File: src/rtl/dma_bus_scheduler.sv
// DMA bus scheduler: copies LENGTH bytes from {src_hi,idx}
// to OAM_BASE+idx, owning the shared memory bus meanwhile.
module dma_bus_scheduler #(
  parameter logic [15:0] DMA_REG_ADDR = 16'hFF46,
  parameter logic [15:0] OAM_BASE     = 16'hFE00,
  parameter int          LENGTH       = 160
) (
  input  logic        clock,
  input  logic        reset_n,
  input  logic [15:0] cpu_A,
  input  logic [7:0]  cpu_Do,
  input  logic        cpu_wr_n,
  input  logic        cpu_rd_n,
  input  logic        cpu_cs_n,
  output logic [7:0]  cpu_Di,
  output logic [15:0] mem_A,
  output logic [7:0]  mem_Do,
  output logic        mem_wr_n,
  output logic        mem_rd_n,
  output logic        mem_cs_n,
  input  logic [7:0]  mem_Di,
  output logic        dma_active
);

  typedef enum logic [1:0] {
    IDLE  = 2'd0,
    READ  = 2'd1,
    WRITE = 2'd2
  } state_t;

  localparam logic [7:0] LAST = 8'(LENGTH - 1);

  state_t     state_q, state_d;
  logic [7:0] src_hi_q, src_hi_d;
  logic [7:0] idx_q, idx_d;
  logic [7:0] latch_q, latch_d;
  logic       prev_wr_q, prev_wr_d;

  logic reg_hit;
  logic reg_wr;
  logic trigger;

  assign reg_hit = !cpu_cs_n && (cpu_A == DMA_REG_ADDR);
  assign reg_wr  = reg_hit && !cpu_wr_n;
  assign trigger = reg_wr && !prev_wr_q;

  // State register and transfer bookkeeping
  always_ff @(posedge clock or negedge reset_n) begin
    if (!reset_n) begin
      state_q   <= IDLE;
      src_hi_q  <= 8'h00;
      idx_q     <= 8'h00;
      latch_q   <= 8'h00;
      prev_wr_q <= 1'b0;
    end else begin
      state_q   <= state_d;
      src_hi_q  <= src_hi_d;
      idx_q     <= idx_d;
      latch_q   <= latch_d;
      prev_wr_q <= prev_wr_d;
    end
  end

  // Next state: read/write alternation; a fresh trigger restarts
  always_comb begin
    state_d   = state_q;
    src_hi_d  = src_hi_q;
    idx_d     = idx_q;
    latch_d   = latch_q;
    prev_wr_d = reg_wr;
    unique case (state_q)
      READ: begin
        latch_d = mem_Di;
        state_d = WRITE;
      end
      WRITE: begin
        if (idx_q == LAST) begin
          state_d = IDLE;
        end else begin
          idx_d   = idx_q + 8'd1;
          state_d = READ;
        end
      end
      default: ;
    endcase
    if (trigger) begin
      src_hi_d = cpu_Do;
      idx_d    = 8'h00;
      state_d  = READ;
    end
  end

  // Bus mux: DMA owns the bus outside IDLE, else CPU pass-through
  always_comb begin
    mem_A    = cpu_A;
    mem_Do   = cpu_Do;
    mem_wr_n = cpu_wr_n;
    mem_rd_n = cpu_rd_n;
    mem_cs_n = cpu_cs_n | reg_hit;
    cpu_Di   = 8'hFF;
    unique case (state_q)
      READ: begin
        mem_A    = {src_hi_q, idx_q};
        mem_cs_n = 1'b0;
        mem_rd_n = 1'b0;
        mem_wr_n = 1'b1;
      end
      WRITE: begin
        mem_A    = OAM_BASE + {8'h00, idx_q};
        mem_Do   = latch_q;
        mem_cs_n = 1'b0;
        mem_wr_n = 1'b0;
        mem_rd_n = 1'b1;
      end
      default: cpu_Di = mem_Di;
    endcase
    if (reg_hit && !cpu_rd_n) begin
      cpu_Di = src_hi_q;
    end
  end

  assign dma_active = (state_q != IDLE);

endmodule

File: config.mk
export PLATFORM = sky130hd
export DESIGN_NAME = dma_bus_scheduler
export DESIGN_NICKNAME = d
export VERILOG_FILES = /design/src/rtl/dma_bus_scheduler.sv
export SDC_FILE = /design/constraint.sdc
export NUM_CORES = 1
export LEC_CHECK = 0
export CORE_MARGIN = 2
export CORE_UTILIZATION = 46
export CTS_CLUSTER_SIZE = 25
export DETAILED_ROUTE_END_ITERATION = 6
export PLACE_DENSITY = 0.87
export SETUP_SLACK_MARGIN = 0.4
export SLEW_MARGIN = 20
export SYNTH_ARGS = -nofsm -noshare
export SYNTH_HDL_FRONTEND = slang
export SYNTH_SLANG_ARGS = --single-unit
File: constraint.sdc
create_clock -name clock -period 5.9 [get_ports clock]
set_input_delay 1.18 -clock clock [delete_from_list [all_inputs] [get_ports clock]]
set_output_delay 1.18 -clock clock [all_outputs]
set_load 0.01 [all_outputs]
* After elaboration in Yosys (flattened, before gate mapping) *
Cells that the tools add are included.

storage, ports and cells
  output and inout port bits = 36
  input port bits = 37
  register bits after elaboration = 27
  logic and storage cells = 39

cells by class
  bitwise operators = 1
  multiplexer cells = 13
  equality and inequality tests = 5
  reduce and logical (&&, ||, !) cells = 13
  add/subtract/negate cells = 2

operators with widths
  operator                 number
  $mux W8                  6
  $pmux W16 S2             1
  $eq A16 B16 Y1 const B   1
  $add A10 B9 Y11 const A  1
  $add A8 B1 Y8 const B    1
  $eq A8 B8 Y1 const B     1
  $logic_and A1 B1 Y1      4
  $logic_not A1 Y1         4
  $pmux W1 S2              2
  $pmux W2 S2              1
  $reduce_bool A2 Y1       2
  $reduce_bool A3 Y1       1
  $eq A2 B1 Y1 const B     1
  $eq A2 B2 Y1 const B     1
  $mux W1                  2
  $mux W2                  1
  $ne A2 B2 Y1 const B     1
  $reduce_and A2 Y1        1
  $reduce_or A2 Y1         1
  $or A1 B1 Y1             1

* Longest topological paths before layout *
Gate-level depths: netlist (run 1).

  word-level depth = 6
  mapped depth = 6
  gate-level depth less buffers = 6

* Worst setup path after synthesis (run 1) *
OpenSTA, ideal clock, no wires.

  path type = input port to output port
  from = input cpu_A[4]
  to = output cpu_Di[0]
  data required time = 4.720 ns
  path slack = 1.863 ns
  stages on the path = 4
  buffers on the path = 0
  data arrival time = 2.857 ns
  cells stage by stage = or4_4 -> or3_4 -> nor4_4 -> mux2i_1

between the ends
  word-level cells in the longest chain between the ends = 4

ends and longest elaborated chain
  element              line  source
  start: declaration   10    input logic [15:0] cpu_A,
  $eq A16 B16 Y1       43    assign reg_hit = !cpu_cs_n && (cpu_A == DMA_REG_ADDR);
  $logic_and A1 B1 Y1  43
  $logic_and A1 B1 Y1  117   if (reg_hit && !cpu_rd_n) begin
  $mux W8              117
  end: declaration     15    output logic [7:0] cpu_Di,

No other way between the ends.

* Worst setup path after layout (run 1) *
  from = input cpu_A[4]
  to = output cpu_Di[5]

Same word-level chain as after synthesis.

==> results of run 1 <==
[worst register-to-register path: cells and delay by family, from the launching register on]
| family | cells | cell delay [ns] |
|---|---|---|
| and+or+nand+nor | 3 | 0.84 |
| adders and majority gates | 1 | 0.76 |
| DFF | 1 | 0.41 |
| AOI/OAI and AO/OA | 1 | 0.13 |
| buffers and inverters | 1 | 0.10 |
[final timing paths]
| check | from | end | slack, ns | depth (start not counted) |
|---|---|---|---|---|
| worst max register to register | state_q[0] | idx_q[5] | 3.60 | 6 |
| max in group asynchronous | reset_n | latch_q[6] | 4.37 | 2 |
| worst min-delay path | latch_q[5] | latch_q[5] | 0.51 | 1 |
| worst min register to register | latch_q[5] | latch_q[5] | 0.51 | 1 |
| min in group asynchronous | reset_n | latch_q[5] | 1.28 | 2 |
| worst max-delay path | cpu_A[4] | cpu_Di[5] | 1.05 | 7 |
[state kept, by name, indices dropped and copies added (netlist names)]
register   cells
latch_q        8
state_q        2
src_hi_q       8
prev_wr_q      1
idx_q          8
[routing by layer]
metal  GRT usage  up-vias  part of all wire
li1            -      804                 -
met3      0.0375        6             0.031
met1       0.292      794              0.44
met2       0.400       33              0.51
met4      0.0536        0             0.013
met5           0        -                 0
[synth_stat cells, types with 2 or more instances]
| cell type | n |
|---|---|
| sky130_fd_sc_hd__a21oi_1 | 16 |
| sky130_fd_sc_hd__and4_1 | 2 |
| sky130_fd_sc_hd__clkbuf_1 | 6 |
| sky130_fd_sc_hd__clkbuf_8 | 2 |
| sky130_fd_sc_hd__dfrtp_1 | 27 |
| sky130_fd_sc_hd__ha_1 | 4 |
| sky130_fd_sc_hd__inv_1 | 20 |
| sky130_fd_sc_hd__mux2_2 | 26 |
| sky130_fd_sc_hd__mux2i_1 | 9 |
| sky130_fd_sc_hd__nand2_1 | 13 |
| sky130_fd_sc_hd__nand3_1 | 2 |
| sky130_fd_sc_hd__nand4_1 | 4 |
| sky130_fd_sc_hd__nor2_1 | 27 |
| sky130_fd_sc_hd__nor3_1 | 2 |
| sky130_fd_sc_hd__nor4_1 | 2 |
| sky130_fd_sc_hd__o21ai_0 | 4 |
| sky130_fd_sc_hd__o22ai_1 | 8 |
| sky130_fd_sc_hd__or3_1 | 2 |
| sky130_fd_sc_hd__xor2_1 | 2 |
[cells by family after synthesis]
| family | synth area share |
|---|---|
| simple gates | 0.185 |
| mux | 0.217 |
| compound gates | 0.0956 |
| buf+inv | 0.0772 |
| flops | 0.382 |
| fa+ha+maj | 0.0283 |
| xor+xnor | 0.0149 |
[metrics by stage]
stage	cell area, um^2	setup slack, ns
after global placement	2510	1.06
after floorplan	1770	1.86
after detailed placement	2510	1.06
after CTS	2550	1.06
after global routing	2550	0.933
final	2550	1.05
[power groups by stage]
stage | Clock (mW) | Sequential (mW) | Combinational [mW]
floorplan | 0 | 0.288 | 0.561
global placement | 0 | 0.298 | 0.978
detailed placement | 0 | 0.302 | 0.994
CTS | 0.108 | 0.298 | 0.999
global route | 0.114 | 0.307 | 1.09
finish | 0.104 | 0.298 | 0.992
[cell type report]
class                   count  area (um^2)  share of cell area
well taps                  48         60.1              0.0235
repair buffers             75          743               0.291
clock inverters             1         5.00             0.00196
multi-input cells         135          955               0.374
inverters                  20         75.1              0.0294
clock buffers               3         41.3              0.0162
flip-flops and latches     27          676               0.264
==> impl_table.tex, run 1 <==
\begin{tabular}{lr}
\hline
Metric & Value \\
\hline
\multicolumn{2}{l}{\textbf{Power and ir drop}} \\
Internal Power & 0.828 mW \\
Leak & 1.04 nW \\
Ratio of total power to cell area & 545 nW/um\^{}2 \\
Clock group share of total power & 0.074 \\
Combinational group share of total power & 0.712 \\
Peak ir drop on the vdd network & 0.426 mV \\
Switching power share of the total & 0.406 \\
Design Power & 1.39 mW \\
Net load switching power & 0.565 mW \\
Register share of total power & 0.214 \\
\multicolumn{2}{l}{\textbf{Critical path}} \\
Kind of start point of the critical path & primary input \\
Worst path top cell family by delay & buffers and inverters \\
Cells along the critical path & clkdlybuf4s50\_1 > or4\_4 > or3\_4 > nor4\_4 > buf\_4 > mux2i\_1 > clkdlybuf4s50\_1 \\
Worst EP required & 4.72 ns \\
Critical path class & primary input to output pin \\
Cell with the biggest individual delay on the critical path & sky130\_fd\_sc\_hd\_\_or4\_4 \\
Most frequent CP cell & sky130\_fd\_sc\_hd\_\_clkdlybuf4s50\_1 \\
Delay of the slowest cell on the worst path & 0.55 ns \\
Worst path bufs/invs & 3 \\
Max Fanout on Critical Path & 8 \\
Arr. time, crit path & 3.67 ns \\
Type of element capturing the critical path & output pin \\
\multicolumn{2}{l}{\textbf{Detailed routing}} \\
DRT Wirelength & 4530 um \\
Post-detailed-route wirelength per cell & 14.6 um \\
Drt first-iter violations & 90 \\
Number of vias per cell & 5.30 \\
Length of the first detailed-routing pass in iterations & 6 \\
Antenna violation net count after detailed routing & 0 \\
Total via count in the routed design & 1637 \\
Number of remaining DRC errors & 0 \\
\multicolumn{2}{l}{\textbf{Yosys}} \\
Post-synthesis cell area & 1770 um\^{}2 \\
Top\_reg\_cell synth & sky130\_fd\_sc\_hd\_\_dfrtp\_1 \\
Number of flops mapped to enable cells by yosys & 0 \\
Synth Area per Inst & 9.20 um\^{}2 \\
Syn nets & 233 \\
Post-synthesis cell type count & 33 \\
Share of flip-flops with an asynchronous set or reset & 1.00 \\
Top cell type by total area after synthesis & sky130\_fd\_sc\_hd\_\_dfrtp\_1 \\
Cell count after synthesis & 192 \\
Number of synthesized register bits & 27 \\
Yosys warnings & 0 \\
Top post-synthesis cells by area & sky130\_fd\_sc\_hd\_\_dfrtp\_1 (38\%), sky130\_fd\_sc\_hd\_\_mux2\_2 (17\%), sky130\_fd\_sc\_hd\_\_nor2\_1 (5.7\%) \\
Share of Yosys cell area claimed by the top area cell type & 0.382 \\
Fraction of the yosys area taken by sequential cells & 0.382 \\
\multicolumn{2}{l}{\textbf{Floorplan}} \\
Initial standard-cell utilization of the core & 0.479 \\
Die width & 66.0 um \\
Core area & 3690 um\^{}2 \\
Total Die Area & 4350 um\^{}2 \\
Number of top-level design ports & 73 \\
Die height & 66.0 um \\
Cell Rows & 22 \\
\multicolumn{2}{l}{\textbf{Flow run}} \\
Count of max-cap constraint violations & 0 \\
\multicolumn{2}{l}{\textbf{STA}} \\
Slew at the pin closest to its max-slew limit & 0.908 ns \\
Final Skew & 0.00128 ns \\
Minimum period implied by the final worst setup slack & 4.85 ns \\
Number of pins with negative max-slew slack in the final report & 0 \\
Final-report hold violation count & 0 \\
Total setup violations reported at the end of the flow & 0 \\
Worst Hold Margin & 0.508 ns \\
Part of the cycle the worst path needs & 0.821 \\
F\_max & 206 MHz \\
Setup repair after global routing missed its margin & false \\
Total negative slack for setup checks & 0 ns \\
Max-Slew Margin vs Limit & 0.395 \\
\multicolumn{2}{l}{\textbf{Status}} \\
Run status & finished clean \\
\multicolumn{2}{l}{\textbf{Clock tree}} \\
Number of hold buffers added after CTS & 0 \\
Setup fix buffers added after clock tree synthesis & 0 \\
Clock slew seen by the registers of the worst setup and hold paths & 0.09 ns \\
Worst-Skew Late Latency & 0.27 ns \\
Count of instances resized after the clock tree is built & 0 \\
Clock tree from TritonCTS & built \\
Clock sinks & 27 \\
Buffer type at the clock tree root & sky130\_fd\_sc\_hd\_\_clkbuf\_8 \\
H-Tree Level Count & 1 \\
Number of CTS-inserted buffers & 3 \\
Maximum count of clock buffers along a single path & 2 \\
\multicolumn{2}{l}{\textbf{Finish}} \\
Commonest non-fill, non-tap cell in the layout & sky130\_fd\_sc\_hd\_\_clkdlybuf4s50\_1 \\
Non-filler cells, final & 309 \\
Post-route core utilization & 0.693 \\
Final-stage net count & 303 \\
Final antenna diode count & 0 \\
Layout-stage area growth over the synthesis result & 44.6\% \\
Fillcell total & 300 \\
Commonest non-fill, non-tap cells in the layout & sky130\_fd\_sc\_hd\_\_clkdlybuf4s50\_1 (72), sky130\_fd\_sc\_hd\_\_nor2\_1 (27), sky130\_fd\_sc\_hd\_\_dfrtp\_1 (27) \\
Layout cells sized above 1 & 0.146 \\
\multicolumn{2}{l}{\textbf{Min path}} \\
Hold WC Path Type & flop to flop \\
\multicolumn{2}{l}{\textbf{Place}} \\
Final weighted congestion in routability-driven placement & 0.846 \\
HPWL after detailed placement & 3440 um \\
Dpl cells & 305 \\
Count of input and output buffers & 72 \\
\multicolumn{2}{l}{\textbf{GRT}} \\
Number of antenna violations at the first check in global routing & 0 \\
Pin count of the biggest net entering global routing & 28 \\
GR Overflow Total & 0 \\
Via count of the first global-routing pass & 1646 \\
Tot GR Track Use & 0.228 \\
First-pass GRT wire length & 7780 um \\
\hline
\end{tabular}
Note: power is estimated with default switching activity, not from simulation.
==> run 2, diff against run 1 <==
Settings changed: CORE_UTILIZATION 46 to 43, PLACE_DENSITY 0.87 to 0.82.
Clock period 5.9 ns to 4.75 ns, I/O delays scaled along.
==> run 2 against run 1 <==
Compared with the run above: largest cell class unchanged; sequential share of layout area shrank 0.62 points; critical endpoint is now cpu_Di[6]; largest power group unchanged; setup slack worse by 0.69 ns; flip-flop and latch count is the same.
==> impl_table.tex, run 2 (synthesis results as in run 1) <==
\begin{tabular}{lr}
\hline
Metric & Value \\
\hline
\multicolumn{2}{l}{\textbf{Status}} \\
Run status & finished clean \\
\multicolumn{2}{l}{\textbf{Finish}} \\
Commonest non-fill, non-tap cell in the layout & sky130\_fd\_sc\_hd\_\_clkdlybuf4s50\_1 \\
Commonest non-fill, non-tap cells in the layout & sky130\_fd\_sc\_hd\_\_clkdlybuf4s50\_1 (65), sky130\_fd\_sc\_hd\_\_nor2\_1 (27), sky130\_fd\_sc\_hd\_\_dfrtp\_1 (27) \\
Layout cells sized above 1 & 0.168 (+0.0223) \\
Fillcell total & 329 (+9.7\%) \\
Layout-stage area growth over the synthesis result & 48.1\% \\
Non-filler cells, final & 318 (+2.9\%) \\
Final-stage net count & 310 (+2.3\%) \\
Biggest registers after layout & idx\_q x8, latch\_q x8, src\_hi\_q x8 \\
Reg area & 676 um\^{}2 (unchanged) \\
Final antenna diode count & 0 (unchanged) \\
Total area of multi-input combinational cells & 955 um\^{}2 (unchanged) \\
\multicolumn{2}{l}{\textbf{STA}} \\
Number of pins with negative max-slew slack in the final report & 0 (unchanged) \\
Max-Slew Margin vs Limit & 0.571 (+0.176) \\
Final Skew & 0.00752 ns (+0.00624 ns) \\
Total negative slack for setup checks & 0 ns (unchanged) \\
Total setup violations reported at the end of the flow & 0 (unchanged) \\
Worst setup slack after layout & 0.368 ns (-0.685 ns) \\
Minimum period implied by the final worst setup slack & 4.38 ns \\
Part of the cycle the worst path needs & 0.922 \\
Setup repair after global routing missed its margin & true \\
Final-report hold violation count & 0 (unchanged) \\
Slew at the pin closest to its max-slew limit & 0.642 ns (-0.266 ns) \\
F\_max & 228 MHz \\
\multicolumn{2}{l}{\textbf{GRT}} \\
Tot GR Track Use & 0.214 (-0.0144) \\
Pin count of the biggest net entering global routing & 28 (unchanged) \\
Via count of the first global-routing pass & 1577 (-4.2\%) \\
First-pass GRT wire length & 7530 um (-3.2\%) \\
GR Overflow Total & 0 (unchanged) \\
Number of antenna violations at the first check in global routing & 0 (unchanged) \\
\multicolumn{2}{l}{\textbf{Detailed routing}} \\
Length of the first detailed-routing pass in iterations & 4 (-2) \\
Antenna violation net count after detailed routing & 0 (unchanged) \\
Number of vias per cell & 5.18 (-2.2\%) \\
Total via count in the routed design & 1648 (+0.67\%) \\
Post-detailed-route wirelength per cell & 15.4 um (+5.1\%) \\
Drt first-iter violations & 121 (+34\%) \\
Number of remaining DRC errors & 0 (unchanged) \\
DRT Wirelength & 4900 um (+8.2\%) \\
\multicolumn{2}{l}{\textbf{Critical path}} \\
R2r setup slk & 2.79 ns (-0.81 ns) \\
Crit path to & cpu\_Di[6] \\
Critical path class & primary input to output pin \\
Worst r2r path cells & 4 (-2) \\
Arr. time, crit path & 3.43 ns (-0.24 ns) \\
Start point of the critical path & cpu\_A[4] \\
Worst EP required & 3.80 ns (-0.92 ns) \\
Type of element capturing the critical path & output pin \\
RR Endpoint & src\_hi\_q[1] \\
Max Fanout on Critical Path & 5 (-3) \\
Startpoint of the worst register-to-register path & prev\_wr\_q \\
Kind of start point of the critical path & primary input \\
\multicolumn{2}{l}{\textbf{Floorplan}} \\
Die height & 68.1 um (+3.2\%) \\
Number of top-level design ports & 73 (unchanged) \\
Cell Rows & 23 (+4.5\%) \\
Die width & 68.1 um (+3.2\%) \\
Initial standard-cell utilization of the core & 0.445 (-0.0341) \\
Total Die Area & 4640 um\^{}2 (+6.6\%) \\
Core area & 3970 um\^{}2 (+7.7\%) \\
\multicolumn{2}{l}{\textbf{Clock tree}} \\
Number of CTS-inserted buffers & 3 (unchanged) \\
Clock sinks & 27 (unchanged) \\
Number of hold buffers added after CTS & 0 (unchanged) \\
Maximum count of clock buffers along a single path & 2 (unchanged) \\
H-Tree Level Count & 1 (unchanged) \\
Worst-Skew Late Latency & 0.28 ns (about the same) \\
Clock slew seen by the registers of the worst setup and hold paths & 0.10 ns (about the same) \\
Buffer type at the clock tree root & sky130\_fd\_sc\_hd\_\_clkbuf\_8 \\
Clock tree from TritonCTS & built \\
\multicolumn{2}{l}{\textbf{Power and ir drop}} \\
Clock group share of total power & 0.077 (+0.003) \\
Switching power share of the total & 0.418 (+0.0121) \\
Net load switching power & 0.729 mW (+29\%) \\
Combinational group share of total power & 0.711 (about the same) \\
Register share of total power & 0.212 (-0.002) \\
Internal Power & 1.02 mW (+23\%) \\
Ratio of total power to cell area & 667 nW/um\^{}2 (+22\%) \\
Leak & 1.08 nW (+4.0\%) \\
Peak ir drop on the vdd network & 0.343 mV (-19\%) \\
\multicolumn{2}{l}{\textbf{Place}} \\
Final weighted congestion in routability-driven placement & 0.828 (-2.1\%) \\
Count of input and output buffers & 72 (unchanged) \\
HPWL after detailed placement & 3690 um (+7.4\%) \\
Minimum setup slack after placement & 0.288 ns (-0.774 ns) \\
Dpl cells & 311 (+2.0\%) \\
\multicolumn{2}{l}{\textbf{Flow run}} \\
Count of max-cap constraint violations & 0 (unchanged) \\
\multicolumn{2}{l}{\textbf{Min path}} \\
Hold WC Path Type & flop to flop \\
\hline
\end{tabular}
-- run 2: changes by cell type in the layout (fill, tap and decap cells not counted), sizes merged --
cell | previous run | this run
buf | 3 | 10
clkdlybuf4s50 | 72 | 65
clkinv | 1 | 0
dlygate4sd2 | 0 | 4
clkinvlp | 0 | 1
dlymetal6s2s | 0 | 2
clkdlybuf4s15 | 0 | 1
-- run 2: power groups by stage --
stage	clock network [mW]	logic, mW	registers (mW)
finish	0.135	1.24	0.370
floorplan	0	0.697	0.358
detailed placement	0	1.25	0.374
global route	0.150	1.35	0.383
CTS	0.139	1.24	0.370
global placement	0	1.24	0.370
-- run 2: worst min-delay path by stage --
| stage | from | end | slack (ns) | cells after the start |
|---|---|---|---|---|
| 2_1_floorplan | latch_q[0] | latch_q[0] | 0.47 | 1 |
| 6_report | latch_q[1] | latch_q[1] | 0.51 | 1 |
| 3_3_place_gp | latch_q[4] | latch_q[4] | 0.48 | 1 |
| 5_1_grt | latch_q[1] | latch_q[1] | 0.54 | 1 |
| 3_5_place_dp | latch_q[1] | latch_q[1] | 0.49 | 1 |
| 4_1_cts | latch_q[1] | latch_q[1] | 0.52 | 1 |
-- run 2: routing by layer --
metal / vias to the layer above / global-route usage / wire length, um
met5: - / 0 / 0
met4: 0 / 0.0725 / 81
met3: 6 / 0.0115 / 236
met2: 55 / 0.353 / 2400
met1: 769 / 0.298 / 2170
li1: 818 / - / -
-- run 2: stage by stage --
stage	hold slack, ns	util	total power, mW	instance area, um^2
after floorplan	0.475	-	1.05	1770
after global placement	0.484	0.640	1.61	2540
after detailed placement	0.493	0.640	1.62	2540
after CTS	0.517	0.657	1.75	2610
after global routing	0.542	0.659	1.88	2620
final	0.508	0.659	1.75	2620
-- run 2: critical path: stages --
cell and delay (ns):
sky130_fd_sc_hd__clkdlybuf4s50_1 0.42, sky130_fd_sc_hd__or4_4 0.56, sky130_fd_sc_hd__or3_4 0.37, sky130_fd_sc_hd__nor4_4 0.21, sky130_fd_sc_hd__buf_6 0.18, sky130_fd_sc_hd__mux2i_1 0.19
sky130_fd_sc_hd__clkdlybuf4s50_1 0.56
-- run 2: timing repair --
item / 4_1_cts / 5_1_grt
setup buffers: 3 / 0
gates resized for setup: 6 / 3
setup endpoints to repair: 7 / 4
gates cloned: 0 / 0
pin swaps: 0 / 0
-- run 2: layout make-up --
type | instances | area share
repair buffers | 82 | 0.306
flip-flops and latches | 27 | 0.258
multi-input cells | 135 | 0.365
inverters | 20 | 0.0287
clock buffers | 3 | 0.0158
clock inverters | 1 | 0.00287
well taps | 50 | 0.0239
